### src/rtl/camera_zone_writer.sv
// Capture-path write engine: assigns each incoming frame to a free frame-buffer
// zone and queues one address/data write request per packed pixel word.
module camera_zone_writer #(
  parameter int FRAME_WORDS = 153600,
  parameter int RQ_DEPTH    = 8
) (
  input  logic        HCLK,
  input  logic        HReset_N,
  input  logic        CaptureEn,
  input  logic [31:0] BASE_ADDR_ZONE1,
  input  logic [31:0] BASE_ADDR_ZONE2,
  input  logic [31:0] BASE_ADDR_ZONE3,
  input  logic        DATAOK_ZONE1,
  input  logic        DATAOK_ZONE2,
  input  logic        DATAOK_ZONE3,
  input  logic        pix_valid,
  input  logic [31:0] pix_data,
  input  logic        pix_sof,
  input  logic        pix_eof,
  output logic        wreq_valid,
  output logic [31:0] wreq_addr,
  output logic [31:0] wreq_data,
  input  logic        wreq_ready,
  input  logic        wreq_busy,
  output logic [3:0]  RQCNT,
  output logic        RQOverFlow,
  output logic [1:0]  CurrentZone,
  output logic [1:0]  ProtocolErr,
  output logic        DATAOK_ZONE1_Set,
  output logic        DATAOK_ZONE2_Set,
  output logic        DATAOK_ZONE3_Set
);

  localparam int OFF_W = $clog2(FRAME_WORDS + 1);
  localparam int PTR_W = (RQ_DEPTH > 1) ? $clog2(RQ_DEPTH) : 1;

  typedef enum logic [2:0] {
    S_IDLE,
    S_WAIT_SOF,
    S_CAPTURE,
    S_SKIP,
    S_DRAIN
  } state_t;

  function automatic logic [1:0] next_zone(input logic [1:0] z);
    return (z == 2'd3) ? 2'd1 : z + 2'd1;
  endfunction

  function automatic logic zone_full(input logic [1:0] z, input logic ok1,
                                     input logic ok2, input logic ok3);
    case (z)
      2'd1:    return ok1;
      2'd2:    return ok2;
      2'd3:    return ok3;
      default: return 1'b1;
    endcase
  endfunction

  // Round-robin search starting after the last completed zone; 0 = none free.
  function automatic logic [1:0] pick_zone(input logic [1:0] last, input logic ok1,
                                           input logic ok2, input logic ok3);
    logic [1:0] c;
    logic [1:0] pick;
    c    = last;
    pick = 2'd0;
    for (int i = 0; i < 3; i++) begin
      c = next_zone(c);
      if (pick == 2'd0 && !zone_full(c, ok1, ok2, ok3)) pick = c;
    end
    return pick;
  endfunction

  function automatic logic [31:0] zone_base(input logic [1:0] z, input logic [31:0] b1,
                                            input logic [31:0] b2, input logic [31:0] b3);
    case (z)
      2'd1:    return b1;
      2'd2:    return b2;
      default: return b3;
    endcase
  endfunction

  state_t           state_q, state_d;
  logic [1:0]       last_zone_q, last_zone_d;
  logic [1:0]       zone_q, zone_d;
  logic [1:0]       cur_zone_q, cur_zone_d;
  logic [31:0]      base_q, base_d;
  logic [OFF_W-1:0] offset_q, offset_d;
  logic             pend_skip_q, pend_skip_d;

  logic             push;
  logic [31:0]      push_addr;
  logic             err_sof, err_word;
  logic [1:0]       set_zone;
  logic             do_select;
  logic [1:0]       sel_zone;
  logic [31:0]      sel_base;

  logic [63:0]      rq_mem [RQ_DEPTH];
  logic [PTR_W-1:0] wr_ptr_q, rd_ptr_q;
  logic [3:0]       rq_cnt_q, rq_cnt_d;
  logic             rq_full, pop, push_ok, overflow;

  logic             ovf_p1;
  logic [1:0]       perr_p1;
  logic [3:1]       set_p1;

  function automatic logic [PTR_W-1:0] ptr_inc(input logic [PTR_W-1:0] p);
    return (p == PTR_W'(RQ_DEPTH - 1)) ? '0 : p + 1'b1;
  endfunction

  assign sel_zone = pick_zone(last_zone_q, DATAOK_ZONE1, DATAOK_ZONE2, DATAOK_ZONE3);
  assign sel_base = zone_base(sel_zone, BASE_ADDR_ZONE1, BASE_ADDR_ZONE2, BASE_ADDR_ZONE3);

  always_comb begin
    state_d     = state_q;
    last_zone_d = last_zone_q;
    zone_d      = zone_q;
    cur_zone_d  = cur_zone_q;
    base_d      = base_q;
    offset_d    = offset_q;
    pend_skip_d = pend_skip_q;
    push        = 1'b0;
    push_addr   = base_q + (32'(offset_q) << 2);
    err_sof     = 1'b0;
    err_word    = 1'b0;
    set_zone    = 2'd0;
    do_select   = 1'b0;

    case (state_q)
      S_IDLE: begin
        if (CaptureEn) state_d = S_WAIT_SOF;
      end
      S_WAIT_SOF: begin
        if (pix_valid) begin
          if (pix_sof) do_select = 1'b1;
          else         err_word  = 1'b1;
        end
      end
      S_CAPTURE: begin
        if (pix_valid) begin
          if (pix_sof) begin
            err_sof   = 1'b1;
            do_select = 1'b1;
          end else if (offset_q == OFF_W'(FRAME_WORDS)) begin
            err_word = 1'b1;
            if (pix_eof) state_d = S_DRAIN;
          end else begin
            push     = 1'b1;
            offset_d = offset_q + 1'b1;
            if (pix_eof) state_d = S_DRAIN;
          end
        end
      end
      S_SKIP: begin
        if (pix_valid) begin
          if (pix_sof)      do_select = 1'b1;
          else if (pix_eof) state_d   = S_WAIT_SOF;
        end
      end
      S_DRAIN: begin
        if (pix_valid) begin
          if (pix_sof) pend_skip_d = 1'b1;
          else         err_word    = 1'b1;
        end
        if (rq_cnt_q == 4'd0 && !wreq_busy) begin
          set_zone    = zone_q;
          last_zone_d = zone_q;
          cur_zone_d  = 2'd0;
          state_d     = pend_skip_d ? S_SKIP : S_WAIT_SOF;
          pend_skip_d = 1'b0;
        end
      end
      default: state_d = S_IDLE;
    endcase

    if (do_select) begin
      if (sel_zone != 2'd0) begin
        zone_d     = sel_zone;
        base_d     = sel_base;
        cur_zone_d = sel_zone;
        push       = 1'b1;
        push_addr  = sel_base;
        offset_d   = OFF_W'(1);
        state_d    = pix_eof ? S_DRAIN : S_CAPTURE;
      end else begin
        cur_zone_d = 2'd0;
        state_d    = S_SKIP;
      end
    end

    // Disabling capture overrides everything; queued writes still drain.
    if (!CaptureEn) begin
      state_d     = S_IDLE;
      cur_zone_d  = 2'd0;
      last_zone_d = last_zone_q;
      pend_skip_d = 1'b0;
      push        = 1'b0;
      err_sof     = 1'b0;
      err_word    = 1'b0;
      set_zone    = 2'd0;
    end
  end

  assign pop      = (rq_cnt_q != 4'd0) && wreq_ready;
  assign rq_full  = (rq_cnt_q == 4'(RQ_DEPTH));
  assign push_ok  = push && (!rq_full || pop);
  assign overflow = push && rq_full && !pop;

  always_comb begin
    rq_cnt_d = rq_cnt_q;
    case ({push_ok, pop})
      2'b10:   rq_cnt_d = rq_cnt_q + 4'd1;
      2'b01:   rq_cnt_d = rq_cnt_q - 4'd1;
      default: rq_cnt_d = rq_cnt_q;
    endcase
  end

  always_ff @(posedge HCLK or negedge HReset_N) begin
    if (!HReset_N) begin
      state_q     <= S_IDLE;
      last_zone_q <= 2'd3;
      zone_q      <= 2'd0;
      cur_zone_q  <= 2'd0;
      offset_q    <= '0;
      pend_skip_q <= 1'b0;
      wr_ptr_q    <= '0;
      rd_ptr_q    <= '0;
      rq_cnt_q    <= 4'd0;
    end else begin
      state_q     <= state_d;
      last_zone_q <= last_zone_d;
      zone_q      <= zone_d;
      cur_zone_q  <= cur_zone_d;
      offset_q    <= offset_d;
      pend_skip_q <= pend_skip_d;
      rq_cnt_q    <= rq_cnt_d;
      if (push_ok) wr_ptr_q <= ptr_inc(wr_ptr_q);
      if (pop)     rd_ptr_q <= ptr_inc(rd_ptr_q);
    end
  end

  always_ff @(posedge HCLK) begin
    base_q <= base_d;
    if (push_ok) rq_mem[wr_ptr_q] <= {push_addr, pix_data};
  end

  // Stage p1: status pulses registered one cycle after their causing event.
  always_ff @(posedge HCLK or negedge HReset_N) begin
    if (!HReset_N) begin
      ovf_p1  <= 1'b0;
      perr_p1 <= 2'b00;
      set_p1  <= 3'b000;
    end else begin
      ovf_p1  <= overflow;
      perr_p1 <= {err_word, err_sof};
      set_p1  <= {set_zone == 2'd3, set_zone == 2'd2, set_zone == 2'd1};
    end
  end

  assign wreq_valid       = (rq_cnt_q != 4'd0);
  assign wreq_addr        = rq_mem[rd_ptr_q][63:32];
  assign wreq_data        = rq_mem[rd_ptr_q][31:0];
  assign RQCNT            = rq_cnt_q;
  assign RQOverFlow       = ovf_p1;
  assign CurrentZone      = cur_zone_q;
  assign ProtocolErr      = perr_p1;
  assign DATAOK_ZONE1_Set = set_p1[1];
  assign DATAOK_ZONE2_Set = set_p1[2];
  assign DATAOK_ZONE3_Set = set_p1[3];

endmodule

### config.mk
export PLATFORM = sky130hd
export DESIGN_NAME = camera_zone_writer
export DESIGN_NICKNAME = d
export VERILOG_FILES = /design/src/rtl/camera_zone_writer.sv
export SDC_FILE = /design/constraint.sdc
export NUM_CORES = 1
export LEC_CHECK = 0
export ABC_AREA = 1
export ABC_CLOCK_PERIOD_IN_PS = 8700
export BUFFER_PORTS_ARGS = -buffer_cell sky130_fd_sc_hd__buf_2
export CAP_MARGIN = 0
export CORE_MARGIN = 2
export CORE_UTILIZATION = 60
export CTS_BUF_LIST = sky130_fd_sc_hd__clkbuf_8
export DETAILED_ROUTE_END_ITERATION = 16
export GPL_TIMING_DRIVEN = 0
export PLACE_DENSITY = 0.9
export SLEW_MARGIN = 30
export SYNTH_ARGS = -nofsm -noshare
export SYNTH_HDL_FRONTEND = slang
export SYNTH_SLANG_ARGS = --single-unit
### constraint.sdc
create_clock -name HCLK -period 8.7 [get_ports HCLK]
set_input_delay 1.74 -clock HCLK [delete_from_list [all_inputs] [get_ports HCLK]]
set_output_delay 1.74 -clock HCLK [all_outputs]
set_load 0.01 [all_outputs]
==> results of run 1 <==
-- kinds of logic (layout without fill, tap and decap cells) --
kind of cell    count (synthesis)  in the layout  synth area share
simple gates                  922            922             0.148
fa+ha+maj                      35             35            0.0175
buf+inv                       245            694            0.0381
compound gates                549            549             0.115
xor+xnor                       20             20           0.00677
flops                         588            588             0.674
-- stage by stage --
step / area [sq um] / power [mW] / cells / util
6_report: 29900 / 11.3 / 3354 / 0.698
3_5_place_dp: 28200 / 8.96 / 3192 / 0.660
5_1_grt: 29900 / 11.8 / 3354 / 0.698
2_1_floorplan: 25900 / 6.94 / 2359 / -
4_1_cts: 29900 / 11.1 / 3354 / 0.698
3_3_place_gp: 27600 / 8.69 / 3119 / 0.645
-- Yosys cell counts (42+ instances only) --
library cell | n | area, sq um
edfxtp_1 | 544 | 16300
nor2_1 | 544 | 2040
o21ai_0 | 298 | 1490
nand2_1 | 230 | 863
inv_1 | 121 | 454
a21oi_1 | 100 | 500
clkbuf_1 | 68 | 255
a31oi_1 | 66 | 413
o22ai_1 | 65 | 407
nand3_1 | 60 | 300
buf_2 | 43 | 215
dfrtp_1 | 42 | 1050
-- critical path, stage by stage (launching register included) --
cell	delay, ps
dfrtp_1	440
inv_1	140
clkbuf_1	620
clkbuf_1	520
o21ai_0	240
o22ai_1	200
nor2_1	80
a31oi_1	410
buf_2	230
-- power breakdown --
| part | internal (mW) | switching [mW] | total, mW | leakage [nW] |
|---|---|---|---|---|
| Combinational | 1.44 | 3.85 | 5.29 | 5.07 |
| Sequential | 3.68 | 0.126 | 3.81 | 5.47 |
| Clock | 1.07 | 1.09 | 2.16 | 0.946 |
-- path summary, 6_finish.rpt --
kind                                            to  slack, ps  depth (start not counted)                        from
setup / recovery                     wreq_addr[20]       3420                          8     rd_ptr_q[1]$_DFFE_PN0P_
min in group asynchronous   offset_q[12]$_DFF_PN0_       1080                          1                    HReset_N
setup reg to reg           rq_mem[5][29]$_DFFE_PP_       4040                         24  last_zone_q[0]$_DFFE_PN1P_
hold reg to reg                set_p1[1]$_DFF_PN0_        480                          1       zone_q[1]$_DFFE_PN0P_
hold / removal                 set_p1[1]$_DFF_PN0_        480                          1       zone_q[1]$_DFFE_PN0P_
max in group asynchronous  wr_ptr_q[1]$_DFFE_PN0P_       7130                          1                    HReset_N
-- per-layer routing --
metal | part of all wire | vias up | global-route usage
li1 | - | 9108 | -
met1 | 0.35 | 9847 | 0.410
met2 | 0.49 | 1667 | 0.563
met3 | 0.11 | 273 | 0.0632
met4 | 0.044 | 0 | 0.163
met5 | 0 | - | 0
-- layout make-up --
type | instances | area (sq um) | area share
Sequential cell | 588 | 17400 | 0.583
Inverter | 124 | 465 | 0.0156
Multi-Input combinational cell | 1526 | 7480 | 0.250
Buffer | 121 | 519 | 0.0174
Clock buffer | 98 | 1350 | 0.0451
Clock inverter | 64 | 307 | 0.0103
Tap cell | 546 | 683 | 0.0229
Timing Repair Buffer | 287 | 1640 | 0.0550
-- state kept, by name, summed over array words and instances (netlist names), 3 cells and up --
name and count:
state_q 3, RQCNT 4, rq_mem 512, wr_ptr_q 3
rd_ptr_q 3, offset_q 18, set_p1 3, base_q 32
==> flow_summary.toml, run 1 <==
[layout]
antenna_cells = 0
layout.nets = 2914
n_fill_cell = 2801
layout_common_cells = "nor2_1, edfxtp_1, o21ai_0, buf_2, nand2_1"
drive_gt1_frac = 0.175
area_delta_synth_final_pct = 15.6

[setup_path]
required_ps = 6960
arrival_ps = 3540
path_max_fanout = 10
end_kind = "primary output"
crit_type = "flip-flop to primary output"
start_kind = "flip-flop"

[sta]
setup_ws_ps = 3420
holdWs_ps = 483
min_period_over_period = 0.607
setup_tns_ps = 0
finalSetupViolCount = 0
fmaxAchievable_mhz = 189
maxSlewHeadroom = 0.387
rsz0062_at_grt = "no"
min_period_ps = 5280
skew_ps = 23.4
tightestPinTransition_ps = 910
hold_viol_final = 0
drv_slew = 0

[drt]
drtIter0Drc = 2877
vias = 20900
post_drt_wl_per_cell_um = 22.2
drcViolationCount = 0
antenna_left = 0
first_pass_iters = 6
via_per_inst = 6.23
routed_wl_um = 74400

[synth]
syn_inst = 2359
ys_warn_count = 0
ys_ff_latch = 588
seq_area_frac_synth = 0.674
synth_ff_type = "edfxtp_1"
synth.distinct_cells = 46
synth_edf_count = 544
syn-mean-instance-area_sq_um = 11.0
syn-cell-area_sq_um = 25900
synthesis.nets = 2533
async_reset_ff_frac = 0.0748

[grt]
overflow = 0
antenna_found_initial = 0
grtUsageTotal = 0.332
grt_max_degree = 45
grt_pass1_vias = 20800
grt_first_pass_wirelength_um = 112000

[die]
die_h_um = 212
start_util = 0.604
die_w_um = 212
row_count = 76
dieArea_sq_um = 44800
ioPinCount = 216
core_area_sq_um = 42800

[status]
outcome = "completed"

[cts]
clock_latency_ps = 670
cts_root_buf = "clkbuf_8"
post_cts_buffers = 0
cts_tree = "built"
cts.sinks = 588
cts_hold_buf = 0
cts_buffers = 92
htreeDepth = 3
cts.path.max_buffers = 3
clkTransAtPathRegs_ps = 60
cts_resized = 0

[power_and_ir_drop]
p_per_area_nw_per_um2 = 377
cellLeakagePower_nw = 11.5
ir_worst_vdd_v = 0.000613

[placement]
dp_hpwl_um = 51100
gp_congestion = 0.915
preCtsSetupSlack_ps = 3270
port-buffer-count = 214

[flow_run]
drv_cap = 0

[min_path]
min_path_type = "flip-flop to flip-flop"
No activity file was read; power rests on OpenSTA's default activity.
==> run 2: changes to the inputs <==
--- a/config.mk
+++ b/config.mk
@@ -5,8 +5,8 @@
 export SDC_FILE = /design/constraint.sdc
 export NUM_CORES = 1
 export LEC_CHECK = 0
-export ABC_AREA = 1
-export ABC_CLOCK_PERIOD_IN_PS = 8700
+export ABC_AREA = 0
+export ABC_CLOCK_PERIOD_IN_PS = 5510
 export BUFFER_PORTS_ARGS = -buffer_cell sky130_fd_sc_hd__buf_2
 export CAP_MARGIN = 0
 export CORE_MARGIN = 2
==> constraint.sdc (replaced) <==
create_clock -name HCLK -period 5.51 [get_ports HCLK]
set_input_delay 1.102 -clock HCLK [delete_from_list [all_inputs] [get_ports HCLK]]
set_output_delay 1.102 -clock HCLK [all_outputs]
set_load 0.01 [all_outputs]
==> run 2 against run 1 <==
Effect of this change: synthesized area down 4.3%; setup slack worse by 3100 ps; synthesized cell count down 41%; clock power up 53%; core utilization up 0.79 points; critical path depth up 6; first-iteration DRC count down 47%; non-clock buffer count down 102; die area down 4.2%; combinational power down 23%; global-route usage down 4.6 points; via count down 28%; critical endpoint is now rq_mem[4][56]$_DFFE_PP_; highest routed layer unchanged.
==> flow_summary.toml, run 2 <==
[status]
outcome = "completed"

[synth]
seq_area_frac_synth = 0.704
synth_most_common_cell = "edfxtp_1"
syn_inst = 1394
synth_top_area_cell = "edfxtp_1"
synth.distinct_cells = 71
synthesis.nets = 1568
synth_top_area_share = 0.660
syn-mean-instance-area_sq_um = 17.8
ys_ff_latch = 588
synth_ff_type = "edfxtp_1"
yosys-top-cells-area = "edfxtp_1, mux4_2, dfrtp_1"
synth.top_cells.by_count = "edfxtp_1, mux4_2, nor2_1, mux2_2, nand2_1"
async_reset_ff_frac = 0.0748
synth_edf_count = 544
syn-cell-area_sq_um = 24800
ys_warn_count = 0

[layout]
largest_reg_flops = 512
drive_gt1_frac = 0.328
layout.cells.non_filler = 2324
area_delta_synth_final_pct = 16.5
n_fill_cell = 2380
antenna_cells = 0
regMostFlops = "rq_mem"
layout_common_cells = "edfxtp_1, buf_2, mux4_2, clkbuf_8, nor2_1"
mostFrequentLayoutCell = "edfxtp_1"
layout.nets = 1904
biggestRegsByFlops = "rq_mem x512, base_q x32, offset_q x18"

[power_and_ir_drop]
cellLeakagePower_nw = 10.1
p_per_area_nw_per_um2 = 438
ir_worst_vdd_v = 0.000352

[drt]
via_per_inst = 6.43
first_pass_iters = 6
vias = 14900
routed_wl_um = 61100
drcViolationCount = 0
antenna_left = 0
post_drt_wl_per_cell_um = 26.3
drtIter0Drc = 1533

[die]
start_util = 0.607
row_count = 74
die_w_um = 207
ioPinCount = 216
dieArea_sq_um = 42900
core_area_sq_um = 40800
die_h_um = 207

[setup_path]
end_kind = "flip-flop"
crit_chain = "inv_1 > ha_1 > a221o_1 > o21ai_0 > a21boi_0 > a31o_2 > inv_1 > ha_1 > clkbuf_1 > buf_1 > nor2_1 > a21oi_1 > nor2_1 > a31oi_1"
critPathMaxStageDelay_ps = 790
path_max_fanout = 10
required_ps = 5840
start_kind = "flip-flop"
slowest_stage = "buf_1"
crit_type = "flip-flop to flip-flop"
worst-path-buf-inv = 4
crit_family = "compound AO/OA/AOI/OAI gates"
arrival_ps = 5570

[cts]
clock_latency_ps = 660
post_cts_buffers = 0
cts_resized = 0
htreeDepth = 3
cts.sinks = 588
cts.path.max_buffers = 3
cts_root_buf = "clkbuf_8"
cts_hold_buf = 0
clkTransAtPathRegs_ps = 60
cts_tree = "built"
cts_buffers = 89

[grt]
antenna_found_initial = 0
grt_pass1_vias = 15200
gr-usage-met1 = 0.375
grt_first_pass_wirelength_um = 91400
overflow = 0
grtUsageTotal = 0.285
grtUsageMet3 = 0.0461
grt-busiest-layer = "met2"
gr-usage-met2 = 0.486
grt_max_degree = 45

[sta]
skew_ps = 43.3
finalSetupViolCount = 0
hold_viol_final = 0
min_period_over_period = 0.950
maxSlewHeadroom = 0.271
fmaxAchievable_mhz = 191
drv_slew = 0
min_period_ps = 5240
setup_tns_ps = 0
tightestPinTransition_ps = 1090
rsz0062_at_grt = "no"

[flow_run]
drv_cap = 0

[placement]
dp_hpwl_um = 41600
gp_congestion = 0.972
dpl.cell_count = 2171
port-buffer-count = 214

[min_path]
min_path_type = "input port to async pin"
## run 2: cell type report
type	instances	area, sq um	share of cell area
inverter	22	82.6	0.00286
clock buffer	93	1280	0.0444
timing repair buffer	245	1730	0.0600
multi-input combinational	723	7060	0.245
clock inverter	60	327	0.0113
buffer	61	256	0.00889
tap	532	666	0.0231
sequential	588	17400	0.605
## run 2: final timing paths
check	from	to	slack, ps	depth (start not counted)
worst max register to register	last_zone_q[1]$_DFFE_PN1P_	rq_mem[4][56]$_DFFE_PP_	270	14
min in group HCLK	zone_q[1]$_DFFE_PN0P_	set_p1[1]$_DFF_PN0_	510	1
worst max-delay path	last_zone_q[1]$_DFFE_PN1P_	rq_mem[4][56]$_DFFE_PP_	270	14
worst min-delay path	HReset_N	offset_q[4]$_DFF_PN0_	460	1
max in group asynchronous	HReset_N	rd_ptr_q[2]$_DFFE_PN0P_	4600	1
worst min register to register	zone_q[1]$_DFFE_PN0P_	set_p1[1]$_DFF_PN0_	510	1
## run 2: power by group
group / total (mW) / switching, mW / leakage, nW / internal (mW)
registers: 5.26 / 0.108 / 5.47 / 5.15
clock network: 3.31 / 1.61 / 0.893 / 1.69
logic: 4.08 / 2.30 / 3.73 / 1.78
## run 2: layer usage
metal,wire length (um),up-vias
met4,2070,0
met3,5120,147
met2,30900,926
li1,-,6318
met5,0,-
met1,23000,7550
## run 2: worst reg2reg max path, stage by stage, from the launching register on
cell      delay (ps)
dfstp_2          550
inv_1             70
ha_1             250
a221o_1          380
o21ai_0          210
a21boi_0         300
a31o_2           210
inv_1             90
ha_1             270
clkbuf_1         540
buf_1            790
nor2_1           120
a21oi_1          400
nor2_1            90
a31oi_1          630
## run 2: stage by stage
stage          total power, mW  hold slack (ps)  utilization  setup WS, ps  cell area [sq um]
3_3_place_gp              9.23              495        0.650         -3470              26500
6_report                  12.6              458        0.706           274              28800
5_1_grt                   13.1              501        0.706           144              28800
4_1_cts                   12.7              460        0.706           465              28800
3_5_place_dp              9.41              491        0.667           128              27200
2_1_floorplan             7.93              448            -          -718              24800
## run 2: kinds of logic (layout without fill, tap and decap cells)
| kind of cell | count (synthesis) | count (layout) | share of synthesized area |
|---|---|---|---|
| buffers and inverters | 83 | 481 | 0.0135 |
| AND/OR/NAND/NOR | 244 | 244 | 0.0465 |
| XOR/XNOR | 36 | 36 | 0.0127 |
| AO/OA/AOI/OAI | 203 | 203 | 0.0535 |
| multiplexers | 205 | 205 | 0.151 |
| flip-flops | 588 | 588 | 0.704 |
| adder cells (fa/ha/maj) | 35 | 35 | 0.0183 |
==> run 3: changes to the inputs <==
--- a/config.mk
+++ b/config.mk
@@ -9,7 +9,8 @@
 export ABC_CLOCK_PERIOD_IN_PS = 5510
 export BUFFER_PORTS_ARGS = -buffer_cell sky130_fd_sc_hd__buf_2
 export CAP_MARGIN = 0
-export CORE_MARGIN = 2
+export CORE_ASPECT_RATIO = 1.4
+export CORE_MARGIN = 1
 export CORE_UTILIZATION = 60
 export CTS_BUF_LIST = sky130_fd_sc_hd__clkbuf_8
 export DETAILED_ROUTE_END_ITERATION = 16
==> run 3 against run 2 <==
Effect of this change: core utilization grew 1.2 points; wire length up 2.0%; first-iteration DRC count is 17% higher; non-clock buffer count up 5; sequential share of layout area is 0.48 points lower.
==> flow_summary.toml, run 3 (synthesis gave the netlist of run 2 again) <==
[sta]
finalSetupViolCount = 0
skew_ps = 28.4
hold_viol_final = 0
drv_slew = 0
min_period_ps = 4890
holdWs_ps = 466
setup_ws_ps = 619
min_period_over_period = 0.888
rsz0062_at_grt = "no"
fmaxAchievable_mhz = 204
setup_tns_ps = 0
maxSlewHeadroom = 0.336
tightestPinTransition_ps = 985

[grt]
gr-usage-met2 = 0.525
grt_max_degree = 45
grt-busiest-layer = "met2"
grt_pass1_vias = 15600
grt_first_pass_wirelength_um = 93100
gr-usage-met1 = 0.368
overflow = 0
grtUsageTotal = 0.301
antenna_found_initial = 2
grtUsageMet3 = 0.0490

[setup_path]
required_ps = 5860
crit_path_start = "last_zone_q[1]$_DFFE_PN1P_"
r2r_cells = 15
start_kind = "flip-flop"
crit_chain = "inv_1 > ha_1 > a221o_1 > o21ai_0 > a21boi_0 > a31o_2 > inv_1 > ha_1 > or2_1 > a211o_1 > or2_1 > nor3_4 > buf_8 > buf_8 > buf_6"
slowest_stage = "nor3_4"
path_max_fanout = 11
end_kind = "flip-flop"
r2r_start = "last_zone_q[1]$_DFFE_PN1P_"
critPathMaxStageDelay_ps = 600
arrival_ps = 5240
crit_type = "flip-flop to flip-flop"

[cts]
clkTransAtPathRegs_ps = 60
cts_root_buf = "clkbuf_8"
post_cts_buffers = 0
cts_resized = 0
clock_latency_ps = 670
cts_tree = "built"
htreeDepth = 3
cts_buffers = 84
cts_hold_buf = 0
cts.path.max_buffers = 3
cts.sinks = 588

[die]
die_h_um = 242
ioPinCount = 216
dieArea_sq_um = 42100
core_area_sq_um = 40500
die_w_um = 174
row_count = 87
start_util = 0.612

[power_and_ir_drop]
ir_worst_vdd_v = 0.000220
cellLeakagePower_nw = 10.2
p_per_area_nw_per_um2 = 441
p_total_mw = 12.8

[drt]
via_per_inst = 6.49
post_drt_wl_per_cell_um = 26.7
first_pass_iters = 6
drcViolationCount = 0
drtIter0Drc = 1791
routed_wl_um = 62300
antenna_left = 0
vias = 15200

[layout]
layout.nets = 1904
final_area_sq_um = 29100
mostFrequentLayoutCell = "edfxtp_1"
n_fill_cell = 2276
utilization = 0.718
multiInputGateArea_sq_um = 7070
largest_reg_flops = 512
drive_gt1_frac = 0.339
area_delta_synth_final_pct = 17.4
seq_area_sq_um = 17400
layout_common_cells = "edfxtp_1, buf_2, mux4_2, clkbuf_8, nor2_1"
layout.cells.non_filler = 2335
biggestRegsByFlops = "rq_mem x512, base_q x32, offset_q x18"
regMostFlops = "rq_mem"

[placement]
preCtsSetupSlack_ps = 373
dpl.cell_count = 2178
dpl_cell_area_sq_um = 27400
gp_congestion = 0.936
port-buffer-count = 214
dp_hpwl_um = 40600

[flow_run]
drv_cap = 0

[status]
outcome = "completed"

[min_path]
min_path_type = "input port to async pin"
## run 3: cell count changes in the layout (fill, tap and decap cells not counted), sizes merged
cell and change:
inv -2, clkbuf -4, bufinv +3, clkinv +5, diode +2, buf +5
## run 3: final timing paths
check                                        endpoint  slack (ps)
setup / recovery              rq_mem[0][26]$_DFFE_PP_         620
max in group asynchronous     rd_ptr_q[1]$_DFFE_PN0P_        4600
setup reg to reg              rq_mem[0][26]$_DFFE_PP_         620
min in group HCLK          CurrentZone[0]$_DFFE_PN0P_         500
hold / removal                  offset_q[7]$_DFF_PN0_         470
hold reg to reg            CurrentZone[0]$_DFFE_PN0P_         500
## run 3: cell type report
type,count,share of cell area
clock inverters,66,0.0158
diodes,2,0.000172
multi-input cells,723,0.243
inverters,22,0.00284
flip-flops and latches,588,0.600
plain buffers,61,0.00882
clock buffers,89,0.0421
repair buffers,250,0.0642
well taps,534,0.0230
## run 3: power breakdown
group | total (mW) | leakage (nW) | switching (mW) | internal (mW)
combinational | 4.06 | 3.79 | 2.27 | 1.79
clock | 3.50 | 0.935 | 1.70 | 1.80
sequential | 5.25 | 5.47 | 0.106 | 5.14
total | 12.8 | 10.2 | 4.08 | 8.73
## run 3: worst max-delay path: cells and delay by family, from the launching register on
family	cells	cell delay [ps]
flops	1	560
fa+ha+maj	2	520
buf+inv	5	780
simple gates	3	1270
compound gates	5	1440
## run 3: routing by layer
metal,vias up,part of all wire
li1,6326,-
met2,1009,0.52
met1,7642,0.36
met5,-,0
met4,0,0.042
met3,184,0.078
